--- config.mk ---
export PLATFORM = sky130hd
export DESIGN_NAME = auto_exposure_controller_flat
export DESIGN_NICKNAME = d
export VERILOG_FILES = /design/src/rtl/auto_exposure_controller_if.sv /design/src/rtl/auto_exposure_controller.sv /design/src/flat_wrapper.sv
export SDC_FILE = /design/constraint.sdc
export NUM_CORES = 1
export LEC_CHECK = 0
export CELL_PAD_IN_SITES_DETAIL_PLACEMENT = 0
export CELL_PAD_IN_SITES_GLOBAL_PLACEMENT = 1
export CORE_AREA = 2 2 111 113
export CTS_CLUSTER_DIAMETER = 120
export CTS_CLUSTER_SIZE = 25
export DETAILED_ROUTE_END_ITERATION = 6
export DIE_AREA = 0 0 113 115
export DONT_BUFFER_PORTS = 1
export PLACE_DENSITY = 0.9
export SLEW_MARGIN = 15
export SYNTH_ARGS = -nofsm -noshare
export SYNTH_HDL_FRONTEND = slang
export SYNTH_SLANG_ARGS = --single-unit
--- constraint.sdc ---
create_clock -name clk_camera -period 6.7 [get_ports clk_camera]
set_clock_uncertainty 0.2 [all_clocks]
set_input_delay 1.34 -clock clk_camera [delete_from_list [all_inputs] [get_ports clk_camera]]
set_output_delay 1.34 -clock clk_camera [all_outputs]
set_load 0.02 [all_outputs]
--- src/rtl/auto_exposure_controller_if.sv ---
// Camera-domain bundle between the pixel pipe / host side and the exposure controller.
// The master side drives the pixel stream, mode controls and configurator status;
// the slave side (the controller) returns the exposure, AEC mode and update request.
interface auto_exposure_controller_if;
    logic       frame_start;
    logic       frame_end;
    logic       pixel_valid;
    logic [7:0] pixel_luma;
    logic       ae_enable;
    logic [7:0] manual_exposure_in;
    logic       sensor_aec;
    logic       cfg_busy;
    logic [7:0] exposure;
    logic       manual_exposure;
    logic       ready_update_out;
    logic [7:0] dropped_frames;

    modport master (
        output frame_start,
        output frame_end,
        output pixel_valid,
        output pixel_luma,
        output ae_enable,
        output manual_exposure_in,
        output sensor_aec,
        output cfg_busy,
        input  exposure,
        input  manual_exposure,
        input  ready_update_out,
        input  dropped_frames
    );

    modport slave (
        input  frame_start,
        input  frame_end,
        input  pixel_valid,
        input  pixel_luma,
        input  ae_enable,
        input  manual_exposure_in,
        input  sensor_aec,
        input  cfg_busy,
        output exposure,
        output manual_exposure,
        output ready_update_out,
        output dropped_frames
    );
endinterface

--- src/rtl/auto_exposure_controller.sv ---
// Closed-loop auto exposure controller (camera clock domain).
// Accumulates per-frame luma, judges complete frames, steps an 8-bit exposure toward a
// target band and issues a one-cycle update request to the sensor configurator.
// Manual mode passes a host exposure through using the same request handshake.
module auto_exposure_controller #(
    parameter int unsigned FRAME_PIXELS  = 57600,
    parameter int unsigned TARGET_LUMA   = 96,
    parameter int unsigned HYST          = 8,
    parameter int unsigned FAR           = 32,
    parameter int unsigned STEP_SMALL    = 2,
    parameter int unsigned STEP_LARGE    = 16,
    parameter int unsigned EXP_MIN       = 1,
    parameter int unsigned EXP_INIT      = 128,
    parameter int unsigned SETTLE_FRAMES = 2
) (
    input logic                        clk_camera,
    input logic                        sys_rst_camera_n,
    auto_exposure_controller_if.slave  ae
);

    localparam int unsigned SUM_W    = $clog2(255 * FRAME_PIXELS + 1);
    localparam int unsigned CNT_W    = $clog2(FRAME_PIXELS + 2);
    localparam int unsigned SETTLE_W = (SETTLE_FRAMES > 0) ? $clog2(SETTLE_FRAMES + 1) : 1;

    localparam longint MAX_SUM = longint'(255) * longint'(FRAME_PIXELS);

    function automatic longint clamp_thr(input longint v, input longint hi);
        if (v < 0) return 0;
        if (v > hi) return hi;
        return v;
    endfunction

    localparam longint FAR_LO_L = clamp_thr(
        (longint'(TARGET_LUMA) - longint'(FAR)) * longint'(FRAME_PIXELS), MAX_SUM);
    localparam longint LO_L = clamp_thr(
        (longint'(TARGET_LUMA) - longint'(HYST)) * longint'(FRAME_PIXELS), MAX_SUM);
    localparam longint HI_L = clamp_thr(
        (longint'(TARGET_LUMA) + longint'(HYST)) * longint'(FRAME_PIXELS), MAX_SUM);
    localparam longint FAR_HI_L = clamp_thr(
        (longint'(TARGET_LUMA) + longint'(FAR)) * longint'(FRAME_PIXELS), MAX_SUM);

    localparam logic [SUM_W-1:0] THR_FAR_LO = SUM_W'(FAR_LO_L);
    localparam logic [SUM_W-1:0] THR_LO     = SUM_W'(LO_L);
    localparam logic [SUM_W-1:0] THR_HI     = SUM_W'(HI_L);
    localparam logic [SUM_W-1:0] THR_FAR_HI = SUM_W'(FAR_HI_L);

    localparam logic [CNT_W-1:0] CNT_FULL = CNT_W'(FRAME_PIXELS);
    localparam logic [CNT_W-1:0] CNT_SAT  = CNT_W'(FRAME_PIXELS + 1);

    localparam logic signed [9:0] STEP_S   = 10'(STEP_SMALL);
    localparam logic signed [9:0] STEP_L   = 10'(STEP_LARGE);
    localparam logic signed [9:0] EXP_MINS = 10'(EXP_MIN);
    localparam logic signed [9:0] EXP_MAXS = 10'sd255;

    // HOLDOFF spans three cycles: counter runs 2, 1, 0.
    localparam logic [1:0] HOLD_LOAD = 2'd2;

    typedef enum logic [1:0] {
        StIdle,
        StEval,
        StRequest,
        StHoldoff
    } state_e;

    state_e              state_q, state_d;
    logic [SUM_W-1:0]    sum_q, sum_d, sum_base;
    logic [CNT_W-1:0]    cnt_q, cnt_d, cnt_base;
    logic                started_q, started_d;
    logic [SUM_W-1:0]    sum_lat_q, sum_lat_d;
    logic [7:0]          dropped_q, dropped_d;
    logic [7:0]          exp_q, exp_d;
    logic                man_q, man_d;
    logic                aec_last_q, aec_last_d;
    logic [SETTLE_W-1:0] settle_q, settle_d;
    logic [1:0]          hold_q, hold_d;
    logic                ready;
    logic                frame_ok;
    logic                frame_bad;
    logic signed [9:0]   step;
    logic signed [9:0]   exp_wide;
    logic [7:0]          exp_sat;

    // Pixel accumulator and frame judgement; runs regardless of FSM state.
    always_comb begin
        sum_base  = ae.frame_start ? '0 : sum_q;
        cnt_base  = ae.frame_start ? '0 : cnt_q;
        sum_d     = sum_base;
        cnt_d     = cnt_base;
        started_d = started_q | ae.frame_start;
        if (ae.pixel_valid) begin
            // Pixels beyond a full frame only push the count to its saturation value,
            // so the sum never exceeds the full-frame maximum.
            if (cnt_base < CNT_FULL) begin
                sum_d = sum_base + SUM_W'(ae.pixel_luma);
            end
            if (cnt_base != CNT_SAT) begin
                cnt_d = cnt_base + CNT_W'(1);
            end
        end
        frame_ok  = ae.frame_end && started_d && (cnt_d == CNT_FULL);
        frame_bad = ae.frame_end && !frame_ok;
        sum_lat_d = frame_ok ? sum_d : sum_lat_q;
        dropped_d = dropped_q;
        if (frame_bad && (dropped_q != 8'hFF)) begin
            dropped_d = dropped_q + 8'd1;
        end
    end

    // Step selection from the latched frame sum, saturated to [EXP_MIN, 255].
    always_comb begin
        step = '0;
        if (sum_lat_q < THR_FAR_LO) begin
            step = STEP_L;
        end else if (sum_lat_q < THR_LO) begin
            step = STEP_S;
        end else if (sum_lat_q > THR_FAR_HI) begin
            step = -STEP_L;
        end else if (sum_lat_q > THR_HI) begin
            step = -STEP_S;
        end
        exp_wide = signed'({2'b00, exp_q}) + step;
        if (exp_wide > EXP_MAXS) begin
            exp_sat = 8'hFF;
        end else if (exp_wide < EXP_MINS) begin
            exp_sat = 8'(EXP_MIN);
        end else begin
            exp_sat = exp_wide[7:0];
        end
    end

    // Control FSM: next state, exposure/mode updates and the update request.
    always_comb begin
        state_d    = state_q;
        exp_d      = exp_q;
        man_d      = man_q;
        aec_last_d = aec_last_q;
        settle_d   = settle_q;
        hold_d     = hold_q;
        ready      = 1'b0;
        case (state_q)
            StIdle: begin
                man_d = ~ae.sensor_aec;
                if (ae.ae_enable) begin
                    if (frame_ok) begin
                        if (settle_q == '0) begin
                            state_d = StEval;
                        end else begin
                            settle_d = settle_q - SETTLE_W'(1);
                        end
                    end
                end else if ((ae.manual_exposure_in != exp_q) ||
                             (ae.sensor_aec != aec_last_q)) begin
                    exp_d      = ae.manual_exposure_in;
                    aec_last_d = ae.sensor_aec;
                    state_d    = StRequest;
                end
            end
            StEval: begin
                man_d = ~ae.sensor_aec;
                if (exp_sat != exp_q) begin
                    exp_d      = exp_sat;
                    aec_last_d = ae.sensor_aec;
                    state_d    = StRequest;
                end else begin
                    state_d = StIdle;
                end
            end
            StRequest: begin
                if (!ae.cfg_busy) begin
                    ready    = 1'b1;
                    settle_d = SETTLE_W'(SETTLE_FRAMES);
                    hold_d   = HOLD_LOAD;
                    state_d  = StHoldoff;
                end
            end
            StHoldoff: begin
                if (hold_q == '0) begin
                    state_d = StIdle;
                end else begin
                    hold_d = hold_q - 2'd1;
                end
            end
            default: begin
                state_d = StIdle;
            end
        endcase
    end

    // State registers with asynchronous active-low reset.
    always_ff @(posedge clk_camera or negedge sys_rst_camera_n) begin
        if (!sys_rst_camera_n) begin
            state_q    <= StIdle;
            sum_q      <= '0;
            cnt_q      <= '0;
            started_q  <= 1'b0;
            sum_lat_q  <= '0;
            dropped_q  <= '0;
            exp_q      <= 8'(EXP_INIT);
            man_q      <= 1'b1;
            aec_last_q <= 1'b0;
            settle_q   <= '0;
            hold_q     <= '0;
        end else begin
            state_q    <= state_d;
            sum_q      <= sum_d;
            cnt_q      <= cnt_d;
            started_q  <= started_d;
            sum_lat_q  <= sum_lat_d;
            dropped_q  <= dropped_d;
            exp_q      <= exp_d;
            man_q      <= man_d;
            aec_last_q <= aec_last_d;
            settle_q   <= settle_d;
            hold_q     <= hold_d;
        end
    end

    assign ae.exposure         = exp_q;
    assign ae.manual_exposure  = man_q;
    assign ae.ready_update_out = ready;
    assign ae.dropped_frames   = dropped_q;

endmodule
--- src/flat_wrapper.sv ---
// flat-port wrapper written by rule: the top's interface ports become plain ports
module auto_exposure_controller_flat 
#(
    parameter int unsigned FRAME_PIXELS  = 57600,
    parameter int unsigned TARGET_LUMA   = 96,
    parameter int unsigned HYST          = 8,
    parameter int unsigned FAR           = 32,
    parameter int unsigned STEP_SMALL    = 2,
    parameter int unsigned STEP_LARGE    = 16,
    parameter int unsigned EXP_MIN       = 1,
    parameter int unsigned EXP_INIT      = 128,
    parameter int unsigned SETTLE_FRAMES = 2
)
  (clk_camera, sys_rst_camera_n, ae_frame_start, ae_frame_end, ae_pixel_valid, ae_pixel_luma, ae_ae_enable, ae_manual_exposure_in, ae_sensor_aec, ae_cfg_busy, ae_exposure, ae_manual_exposure, ae_ready_update_out, ae_dropped_frames);
  auto_exposure_controller_if ae_i ();
  input logic clk_camera;
  input logic sys_rst_camera_n;
  input wire logic [$bits(ae_i.frame_start)-1:0] ae_frame_start;
  input wire logic [$bits(ae_i.frame_end)-1:0] ae_frame_end;
  input wire logic [$bits(ae_i.pixel_valid)-1:0] ae_pixel_valid;
  input wire logic [$bits(ae_i.pixel_luma)-1:0] ae_pixel_luma;
  input wire logic [$bits(ae_i.ae_enable)-1:0] ae_ae_enable;
  input wire logic [$bits(ae_i.manual_exposure_in)-1:0] ae_manual_exposure_in;
  input wire logic [$bits(ae_i.sensor_aec)-1:0] ae_sensor_aec;
  input wire logic [$bits(ae_i.cfg_busy)-1:0] ae_cfg_busy;
  output wire logic [$bits(ae_i.exposure)-1:0] ae_exposure;
  output wire logic [$bits(ae_i.manual_exposure)-1:0] ae_manual_exposure;
  output wire logic [$bits(ae_i.ready_update_out)-1:0] ae_ready_update_out;
  output wire logic [$bits(ae_i.dropped_frames)-1:0] ae_dropped_frames;
  assign ae_i.frame_start = ae_frame_start;
  assign ae_i.frame_end = ae_frame_end;
  assign ae_i.pixel_valid = ae_pixel_valid;
  assign ae_i.pixel_luma = ae_pixel_luma;
  assign ae_i.ae_enable = ae_ae_enable;
  assign ae_i.manual_exposure_in = ae_manual_exposure_in;
  assign ae_i.sensor_aec = ae_sensor_aec;
  assign ae_i.cfg_busy = ae_cfg_busy;
  assign ae_exposure = ae_i.exposure;
  assign ae_manual_exposure = ae_i.manual_exposure;
  assign ae_ready_update_out = ae_i.ready_update_out;
  assign ae_dropped_frames = ae_i.dropped_frames;
  auto_exposure_controller #(.FRAME_PIXELS(FRAME_PIXELS), .TARGET_LUMA(TARGET_LUMA), .HYST(HYST), .FAR(FAR), .STEP_SMALL(STEP_SMALL), .STEP_LARGE(STEP_LARGE), .EXP_MIN(EXP_MIN), .EXP_INIT(EXP_INIT), .SETTLE_FRAMES(SETTLE_FRAMES)) u_core (.clk_camera(clk_camera), .sys_rst_camera_n(sys_rst_camera_n), .ae(ae_i));
endmodule
Word level (Yosys, flattened, before mapping)
Index checks and enable logic that the tools add are counted.
{"block": "totals", "regBits": 89}
{"block": "op_classes", "addsub": 6, "order_cmp": 7, "n_eq_ne": 21, "muxes": 37, "n_bitwise": 2, "reduce_logical": 17}
{"operator": "2-to-1 mux 24 bit", "n": 3}
{"operator": "greater-than comparator 24 x 23 -> 1 bit, second input constant", "n": 2}
{"operator": "2-to-1 mux 16 bit", "n": 3}
{"operator": "2-to-1 mux 10 bit", "n": 4}
{"operator": "2-to-1 mux 8 bit", "n": 5}
{"operator": "adder 24 x 8 -> 24 bit", "n": 1}
{"operator": "less-than comparator 24 x 22 -> 1 bit, second input constant", "n": 1}
{"operator": "less-than comparator 24 x 23 -> 1 bit, second input constant", "n": 1}
{"operator": "2-to-1 mux 2 bit", "n": 12}
{"operator": "adder 16 x 1 -> 16 bit, second input constant", "n": 1}
{"operator": "== test 16 bit, second input constant", "n": 1}
{"operator": "less-than comparator 16 bit, second input constant", "n": 1}
{"operator": "!= test 16 bit, second input constant", "n": 1}
{"operator": "!= test 8 bit", "n": 2}
{"operator": "case mux 8 bit (2 select lines)", "n": 1}
{"operator": "adder 9 x 10 -> 10 bit", "n": 1}
{"operator": "greater-than comparator 10 x 9 -> 1 bit, second input constant", "n": 1}
{"operator": "less-than comparator 10 x 2 -> 1 bit, second input constant", "n": 1}
{"operator": "!= test 2 bit, second input constant", "n": 5}
{"operator": "AND reduction 5 bit", "n": 2}
{"operator": "!= test 3 x 2 -> 1 bit, second input constant", "n": 3}
{"operator": "adder 8 x 1 -> 8 bit, second input constant", "n": 1}
{"operator": "!= test 2 x 1 -> 1 bit, second input constant", "n": 4}
{"operator": "!= test 8 bit, second input constant", "n": 1}
{"operator": "other kinds (18)", "n": 32}

Depth between registers and ports, before layout
Gate-level depths: netlist (run 1).
{"block": "logic_depth", "ltp_word": 12, "mapped_depth": 21, "ltp_nobuf": 18}

Worst setup path after synthesis (run 1)
Ideal clock, no wire load.
{"block": "synth_timing", "kind": "reg-to-reg", "start": "register u_core.sum_lat_q[19]", "end": "register u_core.aec_last_q", "setup_time_ns": 0.128, "arrival_ns": 4.784, "t_required_ns": 6.372, "slack_ns": 1.588, "path_stages_with_launch": 20, "period_less_slack_ns": 5.112, "path_cell_list": "dfrtp_1 buf_4 a31o_2 a21oi_1 o21ai_2 nand2_1 nor2_1 o21ba_2 ha_1 fa_1 a21o_1 a221oi_4 o21ai_1 a211oi_1 nor3_1 a2111oi_2 nand4_1 or4_4 a21boi_4 mux2_1"}
{"block": "synth_via", "elab_chain_cells": 12, "word_cells_on_any_way": 16, "cone_classes": "add/sub (1); order compare (6); eq/ne (2); mux (6); reduce/logical (1)"}
{"element": "start, declared", "line": "auto_exposure_controller.sv:69", "text": "logic [SUM_W-1:0] sum_lat_q, sum_lat_d;"}
{"element": "start signal, assigned", "line": "auto_exposure_controller.sv:208", "text": "sum_lat_q <= sum_lat_d;"}
{"element": "greater-than comparator 24 x 23 -> 1 bit", "line": "auto_exposure_controller.sv:118", "text": "end else if (sum_lat_q > THR_HI) begin"}
{"element": "2-to-1 mux 10 bit", "line": "auto_exposure_controller.sv:118"}
{"element": "2-to-1 mux 10 bit", "line": "auto_exposure_controller.sv:116", "text": "end else if (sum_lat_q > THR_FAR_HI) begin"}
{"element": "2-to-1 mux 10 bit", "line": "auto_exposure_controller.sv:114", "text": "end else if (sum_lat_q < THR_LO) begin"}
{"element": "2-to-1 mux 10 bit *", "line": "auto_exposure_controller.sv:112", "text": "if (sum_lat_q < THR_FAR_LO) begin"}
{"element": "adder 9 x 10 -> 10 bit *", "line": "auto_exposure_controller.sv:121", "text": "exp_wide = signed'({2'b00, exp_q}) + step;"}
{"element": "less-than comparator 10 x 2 -> 1 bit", "line": "auto_exposure_controller.sv:124", "text": "end else if (exp_wide < EXP_MINS) begin"}
{"element": "2-to-1 mux 8 bit", "line": "auto_exposure_controller.sv:124"}
{"element": "2-to-1 mux 8 bit *", "line": "auto_exposure_controller.sv:122", "text": "if (exp_wide > EXP_MAXS) begin"}
{"element": "!= test 8 bit *", "line": "auto_exposure_controller.sv:160", "text": "if (exp_sat != exp_q) begin"}
{"element": "!= test 2 x 1 -> 1 bit (no line) *"}
{"element": "AND reduction 4 bit (no line) *"}
{"element": "end signal, assigned", "line": "auto_exposure_controller.sv:212", "text": "aec_last_q <= aec_last_d;"}
{"element": "end, declared", "line": "auto_exposure_controller.sv:73", "text": "logic aec_last_q, aec_last_d;"}
Mark *: on every way between the ends. The rest lies on a longest branch, timed or not.
A chain may end at the register's enable or synchronous reset.

Worst setup path in the final report (run 1)
{"block": "layout_timing", "start": "register u_core.sum_lat_q[2]", "end": "register u_core.aec_last_q"}
Same word-level chain as after synthesis.

==> results of run 1 <==
[synth_stat cells (all sizes together) (11+ instances only)]
cell	count
dfrtp	87
nand2	58
nor2	48
xnor2	41
inv	34
a21oi	29
o21ai	28
nor3	23
mux2	22
ha	21
nand4	21
nand3	20
nor2b	16
nand2b	15
xor2	14
clkbuf	13
and3	12
nor4	11
[state kept, by name, summed over array words and instances (netlist names)]
signal and count:
u_core.aec_last_q 1, u_core.ae.dropped_frames 8, u_core.started_q 1, u_core.state_q 2, u_core.hold_q 2, u_core.settle_q 2
u_core.sum_lat_q 24, u_core.ae.exposure 8, u_core.ae.manual_exposure 1, u_core.sum_q 24, u_core.cnt_q 16
[per-layer routing]
| layer | GRT usage [%] | vias up |
|---|---|---|
| met5 | 0 | - |
| met1 | 28.6 | 2239 |
| met2 | 33.7 | 98 |
| li1 | - | 2265 |
| met3 | 4.06 | 20 |
| met4 | 7.72 | 0 |
[worst max-delay path by stage]
stage / endpoint / slack (ns) / cells past startpoint
after floorplan: u_core.aec_last_q / 1.59 / 19
after CTS: u_core.aec_last_q / 0.95 / 18
after global routing: u_core.aec_last_q / 0.57 / 18
final: u_core.aec_last_q / 0.91 / 18
after global placement: u_core.aec_last_q / 1.14 / 18
after detailed placement: u_core.aec_last_q / 1.01 / 18
[power breakdown]
| part | switching (µW) | internal (µW) | leakage (µW) | total, µW |
|---|---|---|---|---|
| clock network | 210 | 300 | 0.000141 | 509 |
| registers | 165 | 612 | 0.00116 | 778 |
| logic | 317 | 257 | 0.00136 | 574 |
[logic make-up (layout without fill, tap and decap cells)]
logic type	after synthesis	after routing	share of synthesized area (%)
flops	89	89	38.4
mux	24	24	4.61
fa+ha+maj	23	23	5.21
compound gates	123	123	15.1
buf+inv	55	51	3.86
xor+xnor	55	55	8.29
simple gates	264	264	24.5
[through the flow]
| stage | hold slack (ns) | setup WS [ns] | utilization (%) | std cells |
|---|---|---|---|---|
| after detailed placement | 0.239 | 1.01 | 50.0 | 760 |
| final | 0.251 | 0.907 | 52.6 | 776 |
| after floorplan | 0.223 | 1.59 | - | 633 |
| after global routing | 0.271 | 0.570 | 52.6 | 776 |
| after global placement | 0.237 | 1.14 | 50.0 | 760 |
| after CTS | 0.253 | 0.950 | 52.6 | 776 |
[area by class of cell]
cell class | instances | area share (%)
clock buffer | 10 | 3.85
timing repair buffer | 1 | 0.121
clock inverter | 6 | 1.07
multi-input combinational | 489 | 54.0
sequential | 89 | 35.9
tap | 147 | 2.96
inverter | 34 | 2.06
==> flow_summary.ini, run 1 <==
[route]
vias = 4622
drtAntennaViolNets = 0
first_iter_violations = 224
routed.top_layer = met4
wl_per_cell_um = 16.7
drc_errors = 0
wirelength_met1_mm = 6.01
drtPass1Iterations = 5
via_per_inst = 5.96
wl_met2_mm = 6.12
wl_met3_um = 583
drt_wl_total_mm = 13.0

[clock_network]
cts_made_buffers = 9
cts_tree = yes
holdBufCountCts = 0
post_cts_resized = 0
clock_latency_ns = 0.34
clk_path_buf_depth = 2
clockRootBuffer = clkbuf_16
htree_levels = 3
clk_pin_slew_ns = 0.07
clock-sinks = 89
postCtsSetupBuffers = 0

[worst_setup_path]
critPathRequiredTime_ns = 6.73
cp.arrival_ns = 5.82
crit_chain = nor4_1 -> and3_1 -> nand3_1 -> nand2_1 -> nor2_1 -> o21ba_2 -> ha_1 -> fa_1 -> a21o_1 -> a221oi_4 -> o21ai_1 -> a211oi_1 -> nor3_1 -> a2111oi_2 -> nand4_1 -> or4_4 -> a21boi_4 -> mux2_1
reg2reg_from = u_core.sum_lat_q[2]
critPathMaxFanout = 12
timing_worst_setup_path_type = reg2reg
crit_slowest_cell = or4_4
crit_start = u_core.sum_lat_q[2]
startpoint_type = flip-flop
crit_buf_inv = 0
r2r_cells = 18
r2r_slack_ns = 0.91
crit_path_end_kind = flip-flop
cp_slowest_stage_delay_ns = 0.65
r2r-end = u_core.aec_last_q
crit_family = simple AND/OR/NAND/NOR gates

[logic_synthesis]
synth_edf_count = 0
synth_flop_cell = dfrtp_1
synth_top_area_share_pct = 37.5
synthArstFlopShare_pct = 100
synth_nets = 680
synth_seq_cells = 89
synth_cells = 633
synth.area.top_cells = dfrtp_1 37%, xnor2_1 6.2%, ha_1 4.5%
yosysSeqAreaShare_pct = 38.4
synth.distinct_cells = 76
synthesis.area_um2 = 5810
synth_area_per_cell_um2 = 9.18
yosys_warnings = 0
netlist.top_cell.by_area = dfrtp_1

[sta]
setup_tns_ns = 0
final-max-slew-violation-count = 0
finalCriticalPeriod_ns = 5.79
maxClockFrequency_mhz = 173
grt_setup_unrepaired = no
hold_viol = 0
tightest_slew_ns = 0.813
fin_crit_sh_pct = 86.5
slew_headroom_pct = 45.4
setup-violations-final = 0

[pwr]
peakVddDrop_mv = 0.262
p_per_area_nw_per_um2 = 300
p_leak_uw = 0.00266
p_total_uw = 1860

[job]
cap_violations = 0

[place]
globalplace.congestion = 0.985
numPortBuffers = 0
dpl-instance-area_um2 = 5900
dp_hpwl_mm = 9.69

[grt]
grt_max_degree = 90
grt_overflow_total = 0
grt_use_total_pct = 21.0
grt_pass1_wl_mm = 22.1
grt_pass1_vias = 4558
antenna_found_initial = 0

[layout]
multiInputGateArea_um2 = 3350
final_nets = 671
drive_above_1_share_pct = 10.2
most-common-layout-cells = 87 x dfrtp_1, 57 x nand2_1, 48 x nor2_1
layout_commonest_cell = dfrtp_1
diodes = 0
seq_area_um2 = 2230
postLayoutCellArea_um2 = 6210
nFillCells = 1058
area_growth_pct = 6.89

[die]
fp.dieH_um = 115
core_um2 = 11800
start_util_pct = 49.2
fp.dieW_um = 113
ios = 42
fp.dieArea_um2 = 13000
core.rowCount = 40

[worst_hold_path]
hp-start = u_core.started_q
whs_path_depth = 1
hold_class = reg2reg
hold_end = u_core.started_q

[status]
status = completed
No activity file was read; power rests on OpenSTA's default activity.
==> inputs of run 2 (changes only) <==
--- a/config.mk
+++ b/config.mk
@@ -13,6 +13,7 @@
 export DETAILED_ROUTE_END_ITERATION = 6
 export DIE_AREA = 0 0 113 115
 export DONT_BUFFER_PORTS = 1
+export GPL_TIMING_DRIVEN = 0
 export PLACE_DENSITY = 0.9
 export SLEW_MARGIN = 15
 export SYNTH_ARGS = -nofsm -noshare
==> run 2 against run 1 <==
  * Clock-buffer cell count unchanged
  * Sequential share of layout area is 0.64 points lower
  * Critical path depth is the same
  * Flip-flop and latch count did not move
  * First-iteration DRC count decreased by 24%
  * Register-to-register slack got worse by 0.14 ns
  * Clock power up 7.9%
  * Combinational power is 5.1% higher
  * Cell count increased by 2.6%
  * Routed wire length increased by 3.6%
  * Critical path type unchanged
  * Highest routed layer unchanged
==> flow_summary.ini, run 2 (synthesis results as in run 1) <==
[clock_network]
cts_made_buffers = 9
postCtsSetupBuffers = 0
post_cts_resized = 0
holdBufCountCts = 0
clock_latency_ns = 0.34
clock-sinks = 89
cts_tree = yes
clk_path_buf_depth = 2
clockRootBuffer = clkbuf_16
htree_levels = 3
clk_pin_slew_ns = 0.06

[layout]
top_regs = u_core.sum_lat_q (24), u_core.sum_q (24), u_core.cnt_q (16)
finalNonFillerCells = 796
most-common-layout-cells = 87 x dfrtp_1, 57 x nand2_1, 48 x nor2_1
postLayoutCellArea_um2 = 6320
area_growth_pct = 8.83
layout_commonest_cell = dfrtp_1
final_nets = 691
diodes = 0
drive_above_1_share_pct = 10.8

[sta]
tightest_slew_ns = 0.822
slew_headroom_pct = 44.7
setup-violations-final = 0
fin_crit_sh_pct = 88.6
maxClockFrequency_mhz = 168
hold_viol = 0
timing.hold.ws_ns = 0.250
grt_setup_unrepaired = no
setup_tns_ns = 0
final-max-slew-violation-count = 0
finalCriticalPeriod_ns = 5.94

[worst_setup_path]
crit_chain = nor4_1 -> and3_1 -> nand3_1 -> nand2_1 -> nor2_1 -> o21ba_2 -> ha_1 -> fa_1 -> a21o_1 -> a221oi_4 -> o21ai_1 -> a211oi_1 -> nor3_1 -> a2111oi_2 -> nand4_1 -> or4_4 -> a21boi_4 -> mux2_1
critPathMaxFanout = 8
reg2reg_from = u_core.sum_lat_q[12]
crit_slowest_cell = or4_4
timing_worst_setup_path_type = reg2reg
cp_slowest_stage_delay_ns = 0.59
startpoint_type = flip-flop
cp.arrival_ns = 5.96
critPathRequiredTime_ns = 6.73
crit_start = u_core.sum_lat_q[12]
crit_path_end_kind = flip-flop

[pwr]
combPwrFrac_pct = 31.5
p_per_area_nw_per_um2 = 303
internal-power_uw = 1220
p_total_uw = 1910
peakVddDrop_mv = 0.217
pwr-share-seq_pct = 39.8
p_leak_uw = 0.00272
p_clk_share_pct = 28.7
switching_share_pct = 36.5
switchingPower_uw = 699

[place]
globalplace.congestion = 0.895
dp_hpwl_mm = 9.96
placed_cells = 780
numPortBuffers = 0
dpl-instance-area_um2 = 5990

[route]
vias = 4718
first_iter_violations = 170
via_per_inst = 5.93
drtAntennaViolNets = 0
drtPass1Iterations = 5
drc_errors = 0
wl_per_cell_um = 16.9
drt_wl_total_mm = 13.4

[grt]
grt_max_degree = 90
grt_use_total_pct = 21.8
antenna_found_initial = 0
grt_pass1_vias = 4772
grt_pass1_wl_mm = 23.1
grt_overflow_total = 0

[die]
fp.dieArea_um2 = 13000
ios = 42
core_um2 = 11800
fp.dieH_um = 115
core.rowCount = 40
start_util_pct = 49.2
fp.dieW_um = 113

[worst_hold_path]
hold_class = reg2reg
hp-start = u_core.started_q

[job]
cap_violations = 0

[status]
status = completed
==> run 2: stage by stage <==
| step | util [%] | setup WS [ns] |
|---|---|---|
| final | 53.5 | 0.762 |
| after global routing | 53.5 | 0.433 |
| after CTS | 53.5 | 0.802 |
| after detailed placement | 50.7 | 0.823 |
| after global placement | 50.7 | 0.914 |
| after floorplan | - | 1.59 |
==> run 2: layout make-up <==
| class | count | area [µm²] |
|---|---|---|
| Buffer | 21 | 96.3 |
| Inverter | 34 | 128 |
| Multi-Input combinational cell | 489 | 3350 |
| Tap cell | 147 | 184 |
| Fill cell | 1089 | 5490 |
| Clock buffer | 10 | 239 |
| Sequential cell | 89 | 2230 |
| Clock inverter | 6 | 90.1 |
==> run 2: worst max-delay path: cells and delay by family, from the launching register on <==
| family | cells | cell delay (ns) |
|---|---|---|
| compound gates | 7 | 2.14 |
| simple gates | 8 | 2.05 |
| fa+ha+maj | 2 | 0.65 |
| flops | 1 | 0.43 |
| mux | 1 | 0.35 |
==> run 2: final timing paths <==
check	endpoint	slack [ns]	cells after the start
max	u_core.aec_last_q	0.76	18
min	u_core.started_q	0.25	1
max reg2reg	u_core.aec_last_q	0.76	18
min reg2reg	u_core.started_q	0.25	1
max in group asynchronous	u_core.ae.exposure[7]	5.58	0
min in group asynchronous	u_core.cnt_q[1]	0.49	0
==> run 2: power by group through the flow <==
stage | sequential (µW) | combinational, µW | clock [µW]
after global placement | 768 | 577 | 0
after detailed placement | 771 | 594 | 0
after global routing | 774 | 673 | 579
after CTS | 761 | 601 | 557
final | 763 | 603 | 549
after floorplan | 741 | 486 | 0
==> run 2: layer usage <==
metal	wire [µm]	vias up	share of wire, %	global-route usage [%]
met5	0	-	0	0
met4	274	0	2.0	8.37
met3	516	27	3.8	3.69
met2	6500	70	48	36.2
met1	6150	2309	46	28.7
li1	-	2312	-	-
